<file path="src/rtl/seq_shifter8.sv">
// Serial shifter: one bit position per clock, with a valid/ready handshake on
// both the request and the result side. It takes the same operands as the
// combinational 8-bit barrel shifter, so it can stand in for it where latency
// is acceptable or serve as a cycle-accurate reference path.
//
// state  | meaning
// -------+------------------------------------------------------------------
// IDLE   | waiting for a request; in_ready=1
// SHIFT  | moving the operand one bit per cycle; cnt holds remaining shifts
// DONE   | result held on dout with out_valid=1 until out_ready
module seq_shifter8 #(
  parameter int W  = 8,
  parameter int SW = 3
) (
  input  logic          clk,
  input  logic          rst_n,
  input  logic          in_valid,
  output logic          in_ready,
  input  logic [W-1:0]  din,
  input  logic [SW-1:0] shamt,
  input  logic          LR,
  input  logic          AL,
  output logic          out_valid,
  input  logic          out_ready,
  output logic [W-1:0]  dout,
  output logic          busy
);

  typedef enum logic [1:0] {
    S_IDLE  = 2'd0,
    S_SHIFT = 2'd1,
    S_DONE  = 2'd2
  } state_t;

  state_t        state_q;
  state_t        state_d;
  logic [W-1:0]  data_q;
  logic [SW-1:0] cnt_q;
  logic          lr_q;
  logic          fill_q;
  logic          accept;
  logic          last_shift;

  assign accept = in_valid && (state_q == S_IDLE);
  // cnt is never 0 inside SHIFT, but treating 0 as "last" keeps the FSM from
  // sticking if it ever were.
  assign last_shift = (cnt_q <= SW'(1));

  // State register
  always_ff @(posedge clk or negedge rst_n) begin
    if (!rst_n) begin
      state_q <= S_IDLE;
    end else begin
      state_q <= state_d;
    end
  end

  // Next-state logic
  always_comb begin
    state_d = state_q;
    case (state_q)
      S_IDLE: begin
        if (accept) begin
          state_d = (shamt == '0) ? S_DONE : S_SHIFT;
        end
      end
      S_SHIFT: begin
        if (last_shift) begin
          state_d = S_DONE;
        end
      end
      S_DONE: begin
        if (out_ready) begin
          state_d = S_IDLE;
        end
      end
      default: state_d = S_IDLE;
    endcase
  end

  // Operand capture on accept, then one-bit shift and count-down per SHIFT cycle
  always_ff @(posedge clk or negedge rst_n) begin
    if (!rst_n) begin
      data_q <= '0;
      cnt_q  <= '0;
      lr_q   <= 1'b0;
      fill_q <= 1'b0;
    end else if (accept) begin
      data_q <= din;
      cnt_q  <= shamt;
      lr_q   <= LR;
      // Sign bit is captured once so the arithmetic fill cannot drift while
      // the register shifts underneath it.
      fill_q <= AL & din[W-1];
    end else if ((state_q == S_SHIFT) && (cnt_q != '0)) begin
      if (lr_q) begin
        data_q <= {data_q[W-2:0], 1'b0};
      end else begin
        data_q <= {fill_q, data_q[W-1:1]};
      end
      cnt_q <= cnt_q - SW'(1);
    end
  end

  // Outputs decoded from state; dout always shows the working register
  always_comb begin
    in_ready  = (state_q == S_IDLE);
    out_valid = (state_q == S_DONE);
    busy      = (state_q == S_SHIFT) || (state_q == S_DONE);
    dout      = data_q;
  end

endmodule

</file>
<file path="config.mk">
export PLATFORM = sky130hd
export DESIGN_NAME = seq_shifter8
export DESIGN_NICKNAME = d
export VERILOG_FILES = /design/src/rtl/seq_shifter8.sv
export SDC_FILE = /design/constraint.sdc
export NUM_CORES = 1
export LEC_CHECK = 0
export ABC_CLOCK_PERIOD_IN_PS = 1750
export BUFFER_PORTS_ARGS = -buffer_cell sky130_fd_sc_hd__buf_2
export CORE_AREA = 2 2 51 53
export CTS_BUF_LIST = sky130_fd_sc_hd__clkbuf_16
export CTS_CLUSTER_DIAMETER = 50
export CTS_CLUSTER_SIZE = 28
export DETAILED_ROUTE_END_ITERATION = 12
export DIE_AREA = 0 0 53 55
export PLACE_DENSITY = 0.74
export SLEW_MARGIN = 0
export SYNTH_ARGS = -nofsm -noshare
export SYNTH_HDL_FRONTEND = slang
export SYNTH_SLANG_ARGS = --single-unit
export TNS_END_PERCENT = 10
</file>
<file path="constraint.sdc">
create_clock -name clk -period 1.75 [get_ports clk]
set_clock_uncertainty 0.05 [all_clocks]
set_input_delay 0.2625 -clock clk [delete_from_list [all_inputs] [get_ports clk]]
set_output_delay 0.2625 -clock clk [all_outputs]
set_load 0.05 [all_outputs]
</file>
Word-level counts from Yosys, hierarchy flattened
Index checks and enable logic that the tools add are counted.
Word-level totals
  register bits: 15
  bits of input ports: 17
  output and inout port bits: 11
  logic and storage cells: 31
Operators by class
  $add $sub $neg: 1
  $lt $le $gt $ge: 1
  eq/ne operators: 5
  multiplexer cells: 10
  bitwise gates (word level): 1
  reductions and logical operators: 8
Operator list (count)
  8-bit 2-to-1 mux: 3
  2-bit 2-to-1 mux: 4
  3-bit 2-to-1 mux: 2
  2-bit case mux with 3 select lines: 1
  2-bit by 1-bit inequality test with 1-bit output (second input constant): 2
  3-bit by 1-bit <= comparator with 1-bit output (second input constant): 1
  3-bit zero test: 1
  3-bit AND reduction: 1
  3-bit nonzero test: 1
  3-bit by 1-bit subtractor with 3-bit output (second input constant): 1
  2-bit by 1-bit equality test with 1-bit output (second input constant): 1
  2-bit equality test (second input constant): 1
  1-bit logical AND: 2
  2-bit zero test: 1
  2-bit inequality test (second input constant): 1
  2-bit nonzero test: 1
  1-bit bitwise AND: 1
  1-bit logical OR: 1

Depth between registers and ports, before layout
Gate-level depths: netlist (run 1).
  depth in word-level cells: 4
  gate-level depth with buffers: 7
  depth with buffers taken out: 6

Least setup slack after synthesis (run 1)
No wires, ideal clock.
  path kind: register -> register
  start point: register state_q[0]
  end point: register cnt_q[1]
  setup time: 0.125 ns
  arrival time: 1.614 ns
  required time: 1.575 ns
  path slack: -0.039 ns
  cell stages (with the launch flop): 6
  path buffers: 1
  clock period less this slack: 1.789 ns
  cell sequence: dfrtp_1 -> inv_1 -> ha_1 -> and2_1 -> buf_2 -> mux2_2
On the way
  longest elaborated chain between the ends: 3
  elaborated cells on any way between the ends: 6
  classes of those cells: eq/ne (1); mux (1); reduce/logical (4)
Ends and longest elaborated chain
  from (decl): RTL line 35  | state_t state_q;
  from (signal assigned): RTL line 54  | state_q <= state_d;
  2-bit zero test *
  named net in_ready: RTL line 18  | output logic in_ready,
  1-bit logical AND *: RTL line 44  | assign accept = in_valid && (state_q == S_IDLE);
  3-bit 2-to-1 mux / 2-bit nonzero test (equally long branches)
  to (signal assigned): RTL line 90  | cnt_q <= shamt;
  to (signal assigned): RTL line 101  | cnt_q <= cnt_q - SW'(1);
  to (decl): RTL line 38  | logic [SW-1:0] cnt_q;
Mark *: on every way through the listed nets, which the timed path passes. The rest lies on a longest branch.
A chain may end at the register's enable or synchronous reset.

Worst setup path after layout (run 1)
  start point: register cnt_q[0]
  end point: register cnt_q[1]
On the way
  longest elaborated chain between the ends: 3
  elaborated cells on any way between the ends: 6
  classes of those cells: add/sub (1); mux (2); reduce/logical (3)
Ends and longest elaborated chain
  3-bit by 1-bit subtractor with 3-bit output / 3-bit nonzero test (equally long branches): RTL line 101, 95
  3-bit 2-to-1 mux / 1-bit logical AND (equally long branches): RTL line 95  | end else if ((state_q == S_SHIFT) && (cnt_q != '0)) begin
  3-bit 2-to-1 mux / 2-bit nonzero test (equally long branches)
Several ways; a longest one is shown, not always the timed one. The select of a mux whose other input is x is not followed.

==> run summary, run 1 <==
* 0.00141 W — cell-internal power
* 53 um — Die Span X
* 145 — final-stage net count
* cnt_q[0] — timing startpoint of the critical path
* 0.496 — utilization after layout
* 114 — Net Count, Synth
* 9.94 um^2 — per-instance average area after synthesis
* 0.738 — worst rel slew slack
* sky130_fd_sc_hd__dfrtp_1 (41%), sky130_fd_sc_hd__mux2i_1 (11%), sky130_fd_sc_hd__mux2_2 (10%), sky130_fd_sc_hd__ha_1 (8.3%), sky130_fd_sc_hd__o21ai_0 (6.1%) — cell types occupying the most area after synthesis
* sky130_fd_sc_hd__buf_2 — most common cell after layout, fill and taps aside
* 1 — H-tree lvl count
* 15 — Detailed Route Iter0 Violations
* 0.00236 mm^2 — Core Area
* multiplexers — combinational family with the most area after synthesis
* inv_1, ha_1, inv_1, o21ai_2, buf_12, mux2i_1, mux2_2 — ordered cell list for the critical path
* cnt_q[0] — startpoint of the worst-slack reg-to-reg timing path
* 0.355 — fraction of final layout cells sized beyond drive strength 1
* 639 MHz — fmax
* 0.00292 mm^2 — die outline area
* 0.160 — clock share of power
* 0.0899 — Simple-Gate Fraction of Synth Area
* 0.05 ns — Clk pin slew, worst setup/hold paths
* 24 — Netlist cell types
* sky130_fd_sc_hd__dfrtp_1 — cell with the biggest individual delay on the critical path
* 689 — vias in the first global route
* 1.21 mV — Max IR drop VDD
* 16 — largest net degree at the start of global routing
* yes — CTS tree
* 55 um — vertical extent of the die
* 221 — fillers
* sky130_fd_sc_hd__dfrtp_1 — Yosys top cell by area
* 0 — number of synthesis warnings
* 0.578 — relative contribution of combinational cells to total power
* 0.615 nW — Leakage
* 0.174 ns — Post-Route Hold Slack
* complete, no violations — run status
* 0.210 — portion of netlist area occupied by mux cells
* 0 — ANT cells
* 0.895 — post-route fraction of the period consumed by the critical path
* 2290 mW/mm^2 — pwr/cell area
* 0 — DRC violations left
* 0.115 — compound-cell area share of the yosys netlist
* sky130_fd_sc_hd__inv_1 — CP dominant cell by count
* reg2reg — type of the worst setup path
* flip-flop — type of element capturing the critical path
* 0.383 — effective utilization at floorplan
* 151 — final instance count without filler cells
* in2reg — classification of the worst-slack hold path
* 12.5 um — wire length per cell after detailed routing
* flip-flops — cell class contributing the biggest share of worst-path delay
* 0 — number of antenna-violating nets in the routed design
* 4.84 — via density per instance
* 0 — final number of max-transition violations
* 731 — number of vias in the routed layout
* 0 — total of endpoints with negative setup slack in the final report
* 0.0830 — arithmetic-cell share of the synthesized area counting full adders, half adders and majority gates
* false — setup repair after global routing missed its margin
* 1.48 mm — sum of net half-perimeters after detailed placement
* 0.00269 W — post-layout power
* 29.6% — area delta synth->final
* 1.82 ns — CP required
* 0 — total gr overflow
* 0.393 ns — worst-margin pin slew
* 0.00128 W — power dissipated by switching net loads
* flip-flop — startpoint type of the worst setup path
* 28 — Boundary Pins
* 1.64 ns — arrival time at the worst endpoint
* 0.24 ns — Worst-Skew Late Latency
* 0 — Max-Cap Viols
* 146 — Placed Instances
* 3.03 mm — wire length of the first global-routing pass
* 0.415 — share of the synthesized area in the top cell type
* 0 — number of hold-slack violations in the final timing report
* 0.415 — sequential share of the synthesized area
* 0.262 — power share of the sequential group
* 0 — post-cts resize count
* sky130_fd_sc_hd__clkbuf_16 — root buffer cell
* 1.57 ns — Final Critical Period
* 0.0194 — share of the synthesized netlist area taken by xor and xnor gates
* 27 — count of input and output buffers
* 0.38 ns — Slowest Stage Delay on Critical Path
* 15 — Clock Sink Count
* 0.709 — final weighted congestion of routability-driven global placement
* 0.18 ns — register-to-register path setup slack
* 15 — total of flip-flops plus latches after synthesis
* sky130_fd_sc_hd__buf_2 (27), sky130_fd_sc_hd__dfrtp_1 (15), sky130_fd_sc_hd__nand2_1 (12) — most frequent cells in the layout
* 3 — Buffers & Inverters on Critical Path
* 0.143 — GRT Resource Usage Total
* 91 — synthesized netlist cell count
* 0 ns — Setup Total Neg Slack
* 905 um^2 — area of the mapped netlist
* 0 — initial antenna violation count
* 4 — number of search-and-repair iterations in the first detailed-routing pass
* 2 — buffers from clock root to sink, at most
* din[4] — Worst Hold Launch
* 18 — row count
* 3 — number of buffers inserted during clock tree synthesis
* 1.90 mm — post-detailed-routing wire length
* 10 — Max Fanout on Critical Path
* 0.475 — switching part of the total power
[final timing paths]
check,end,depth (start not counted)
worst max-delay path,cnt_q[1],7
worst min-delay path,dout[4],3
worst max register to register,cnt_q[1],7
worst min register to register,fill_q,2
max in group asynchronous,state_q[1],2
min in group asynchronous,dout[3],2
[registers in the layout (all words and copies together) (netlist names)]
| register | cells |
|---|---|
| cnt_q | 3 |
| dout | 8 |
| fill_q | 1 |
| lr_q | 1 |
| state_q | 2 |
[Yosys cell counts, drive strengths merged]
cell	number
a21oi	1
a2bb2oi	1
and2	1
buf	5
dfrtp	15
ha	6
inv	8
mux2	8
mux2i	10
nand2	12
nand2b	1
nand3	1
nor2	2
nor2b	1
nor3	1
o211ai	1
o21ai	13
o21bai	1
o22ai	1
xnor2	1
xor2	1
[layer usage]
layer  GRT usage  up-vias  share of wire
met3      0.0565        0          0.056
met4      0.0385        0              0
li1            -      368              -
met5           0        -              0
met1       0.178      345           0.43
met2       0.233       18           0.51
[what timing repair did]
action	CTS	global route
endpoints found under the setup margin	0	0
setup buffers	0	0
hold buffers	1	0
endpoints found under the hold margin	15	0
[worst reg2reg max path, stage by stage, from the launching register on]
cell,delay [ns]
sky130_fd_sc_hd__dfrtp_1,0.38
sky130_fd_sc_hd__inv_1,0.12
sky130_fd_sc_hd__ha_1,0.17
sky130_fd_sc_hd__inv_1,0.06
sky130_fd_sc_hd__o21ai_2,0.17
sky130_fd_sc_hd__buf_12,0.16
sky130_fd_sc_hd__mux2i_1,0.07
sky130_fd_sc_hd__mux2_2,0.26
[cell families (layout without fill, tap and decap cells)]
logic type / after synthesis / in the layout
simple gates: 19 / 19
fa+ha+maj: 6 / 6
compound gates: 18 / 18
xor+xnor: 2 / 2
flops: 15 / 15
mux: 18 / 18
buf+inv: 13 / 43
[power by group through the flow]
stage	Clock (W)	Sequential (W)	Combinational, W
floorplan	0	0.000942	0.000989
global placement	0	0.000681	0.00151
detailed placement	0	0.000707	0.00156
CTS	0.000446	0.000704	0.00157
global route	0.000463	0.000731	0.00169
finish	0.000432	0.000704	0.00155
[area by class of cell]
class	count	area (um^2)	area share
clock buffers	3	75.1	0.0640
clock inverters	1	3.75	0.00320
inverters	8	30.0	0.0256
multi-input cells	63	470	0.401
flip-flops and latches	15	375	0.320
well taps	30	37.5	0.0320
repair buffers	31	180	0.154
[stage by stage]
step,setup slack (ns),area (um^2)
finish,0.185,1170
global route,0.0701,1170
CTS,0.180,1170
detailed placement,0.189,1080
global placement,0.260,1080
floorplan,0.136,907
(Power assumes the default switching activity.)
==> run 2, diff against run 1 <==
--- a/config.mk
+++ b/config.mk
@@ -7,13 +7,14 @@
 export LEC_CHECK = 0
 export ABC_CLOCK_PERIOD_IN_PS = 1750
 export BUFFER_PORTS_ARGS = -buffer_cell sky130_fd_sc_hd__buf_2
-export CORE_AREA = 2 2 51 53
+export CORE_AREA = 2 2 48 50
 export CTS_BUF_LIST = sky130_fd_sc_hd__clkbuf_16
 export CTS_CLUSTER_DIAMETER = 50
 export CTS_CLUSTER_SIZE = 28
 export DETAILED_ROUTE_END_ITERATION = 12
-export DIE_AREA = 0 0 53 55
-export PLACE_DENSITY = 0.74
+export DIE_AREA = 0 0 50 52
+export PLACE_DENSITY = 0.81
+export SKIP_CTS_REPAIR_TIMING = 1
 export SLEW_MARGIN = 0
 export SYNTH_ARGS = -nofsm -noshare
 export SYNTH_HDL_FRONTEND = slang
==> run summary, run 2 (same netlist as run 1, synthesis figures left out) <==
* 8 — max FFs per register
* 0.338 ns — worst-margin pin slew
* cnt_q[0] — startpoint of the worst-slack reg-to-reg timing path
* in2reg — classification of the worst-slack hold path
* 150 — final instance count without filler cells
* 145 — Placed Instances
* flip-flop — type of element capturing the critical path
* 0.555 — utilization after layout
* din[4] — Worst Hold Launch
* 146 — final-stage net count
* 3 — worst hold stages
* 1 — H-tree lvl count
* 0.757 — final weighted congestion of routability-driven global placement
* 0.05 ns — Clk pin slew, worst setup/hold paths
* 50 um — Die Span X
* 0.25 ns — Worst-Skew Late Latency
* 2290 mW/mm^2 — pwr/cell area
* 1.82 ns — CP required
* 28 — Boundary Pins
* 2 — buffers from clock root to sink, at most
* 3 — Detailed Route Iter0 Violations
* 0.909 — post-route fraction of the period consumed by the critical path
* 0.160 ns — final setup slack of the worst path
* 1.66 ns — arrival time at the worst endpoint
* dout[4] — destination of the worst register-to-register timing path
* 12.5 um — wire length per cell after detailed routing
* 29.2% — area delta synth->final
* 0 ns — Setup Total Neg Slack
* 746 — vias in the first global route
* 0.774 — worst rel slew slack
* 0 — total of endpoints with negative setup slack in the final report
* 629 MHz — fmax
* 0.179 ns — Post-Route Hold Slack
* 0.39 ns — Slowest Stage Delay on Critical Path
* 0.00211 mm^2 — Core Area
* 7 — worst r2r path cells
* sky130_fd_sc_hd__dfrtp_1 — cell with the biggest individual delay on the critical path
* sky130_fd_sc_hd__clkbuf_16 — root buffer cell
* complete, no violations — run status
* 1.88 mm — post-detailed-routing wire length
* 0 — DRC violations left
* 0.430 — effective utilization at floorplan
* 0.289 — fraction of met2 tracks used by global routing
* 0 — number of antenna-violating nets in the routed design
* 0.361 — fraction of final layout cells sized beyond drive strength 1
* 52 um — vertical extent of the die
* 0.00260 mm^2 — die outline area
* flip-flop — startpoint type of the worst setup path
* 4 — number of search-and-repair iterations in the first detailed-routing pass
* reg2reg — type of the worst setup path
* 17 — row count
* 0.190 — met1 track demand over resource
* 729 — number of vias in the routed layout
* dout[4] — Endpoint, Worst Hold
* inv_1, ha_1, inv_1, o21ai_2, buf_6, mux2i_1, o21ai_0 — ordered cell list for the critical path
* 0 — initial antenna violation count
* 0.175 — GRT Resource Usage Total
* 0.616 nW — Leakage
* 0 — Max-Cap Viols
* 1.46 mm — sum of net half-perimeters after detailed placement
* 0 — ANT cells
* yes — CTS tree
* 3.27 mm — wire length of the first global-routing pass
* sky130_fd_sc_hd__inv_1 — CP dominant cell by count
* 4.86 — via density per instance
* 15 — Clock Sink Count
* false — setup repair after global routing missed its margin
* 0.153 ns — worst setup timing slack at the placement stage
* 0 — total gr overflow
* met2 — layer with the highest usage
* 0 — number of hold-slack violations in the final timing report
* sky130_fd_sc_hd__buf_2 — most common cell after layout, fill and taps aside
* sky130_fd_sc_hd__buf_2 (27), sky130_fd_sc_hd__dfrtp_1 (15), sky130_fd_sc_hd__nand2_1 (12) — most frequent cells in the layout
* 0.16 ns — register-to-register path setup slack
* 27 — count of input and output buffers
* 1.44 mV — Max IR drop VDD
* 1.59 ns — Final Critical Period
* 7 — Max Fanout on Critical Path
* 16 — largest net degree at the start of global routing
* 0 — final number of max-transition violations
* 0.0546 — met3 demand-to-capacity share in global routing
* 3 — number of buffers inserted during clock tree synthesis
run 2: cell count changes in the layout (fill, tap and decap cells not counted):
cell,change
sky130_fd_sc_hd__buf_6,+1
sky130_fd_sc_hd__buf_12,-1
sky130_fd_sc_hd__buf_4,+1
run 2: worst max path at each step:
stage	startpoint	endpoint	slack, ns
final	cnt_q[0]	dout[4]	0.16
after global routing	cnt_q[0]	dout[6]	0.008
after CTS	cnt_q[0]	dout[4]	0.12
after detailed placement	cnt_q[0]	dout[4]	0.15
after global placement	cnt_q[0]	dout[7]	0.23
after floorplan	state_q[0]	cnt_q[1]	0.14
run 2: critical path: cells and delay by family, from the launching register on:
family	cells	cell delay [ns]
buffers and inverters	3	0.36
multiplexers	1	0.21
AO/OA/AOI/OAI	2	0.30
flip-flops	1	0.39
adder cells (fa/ha/maj)	1	0.16
run 2: area by class of cell:
cell class	instances	area, um^2
Multi-Input combinational cell	63	470
Timing Repair Buffer	32	179
Inverter	8	30.0
Fill cell	187	937
Sequential cell	15	375
Tap cell	28	35.0
Clock inverter	1	3.75
Clock buffer	3	75.1
run 2: routing by layer:
| metal | vias to the layer above | wire length (um) | part of all wire |
|---|---|---|---|
| li1 | 370 | - | - |
| met1 | 336 | 790 | 0.42 |
| met2 | 19 | 928 | 0.49 |
| met3 | 4 | 111 | 0.059 |
| met4 | 0 | 47 | 0.025 |
| met5 | - | 0 | 0 |
run 2: report_power, final:
part / total, W / internal, W / switching, W
clock network: 0.000435 / 0.000302 / 0.000133
registers: 0.000700 / 0.000525 / 0.000175
logic: 0.00154 / 0.000576 / 0.000959
run 2: through the flow:
step | total power (W) | cell area, um^2
2_1_floorplan | 0.00193 | 907
3_3_place_gp | 0.00217 | 1080
5_1_grt | 0.00288 | 1170
6_report | 0.00267 | 1170
4_1_cts | 0.00269 | 1150
3_5_place_dp | 0.00223 | 1080
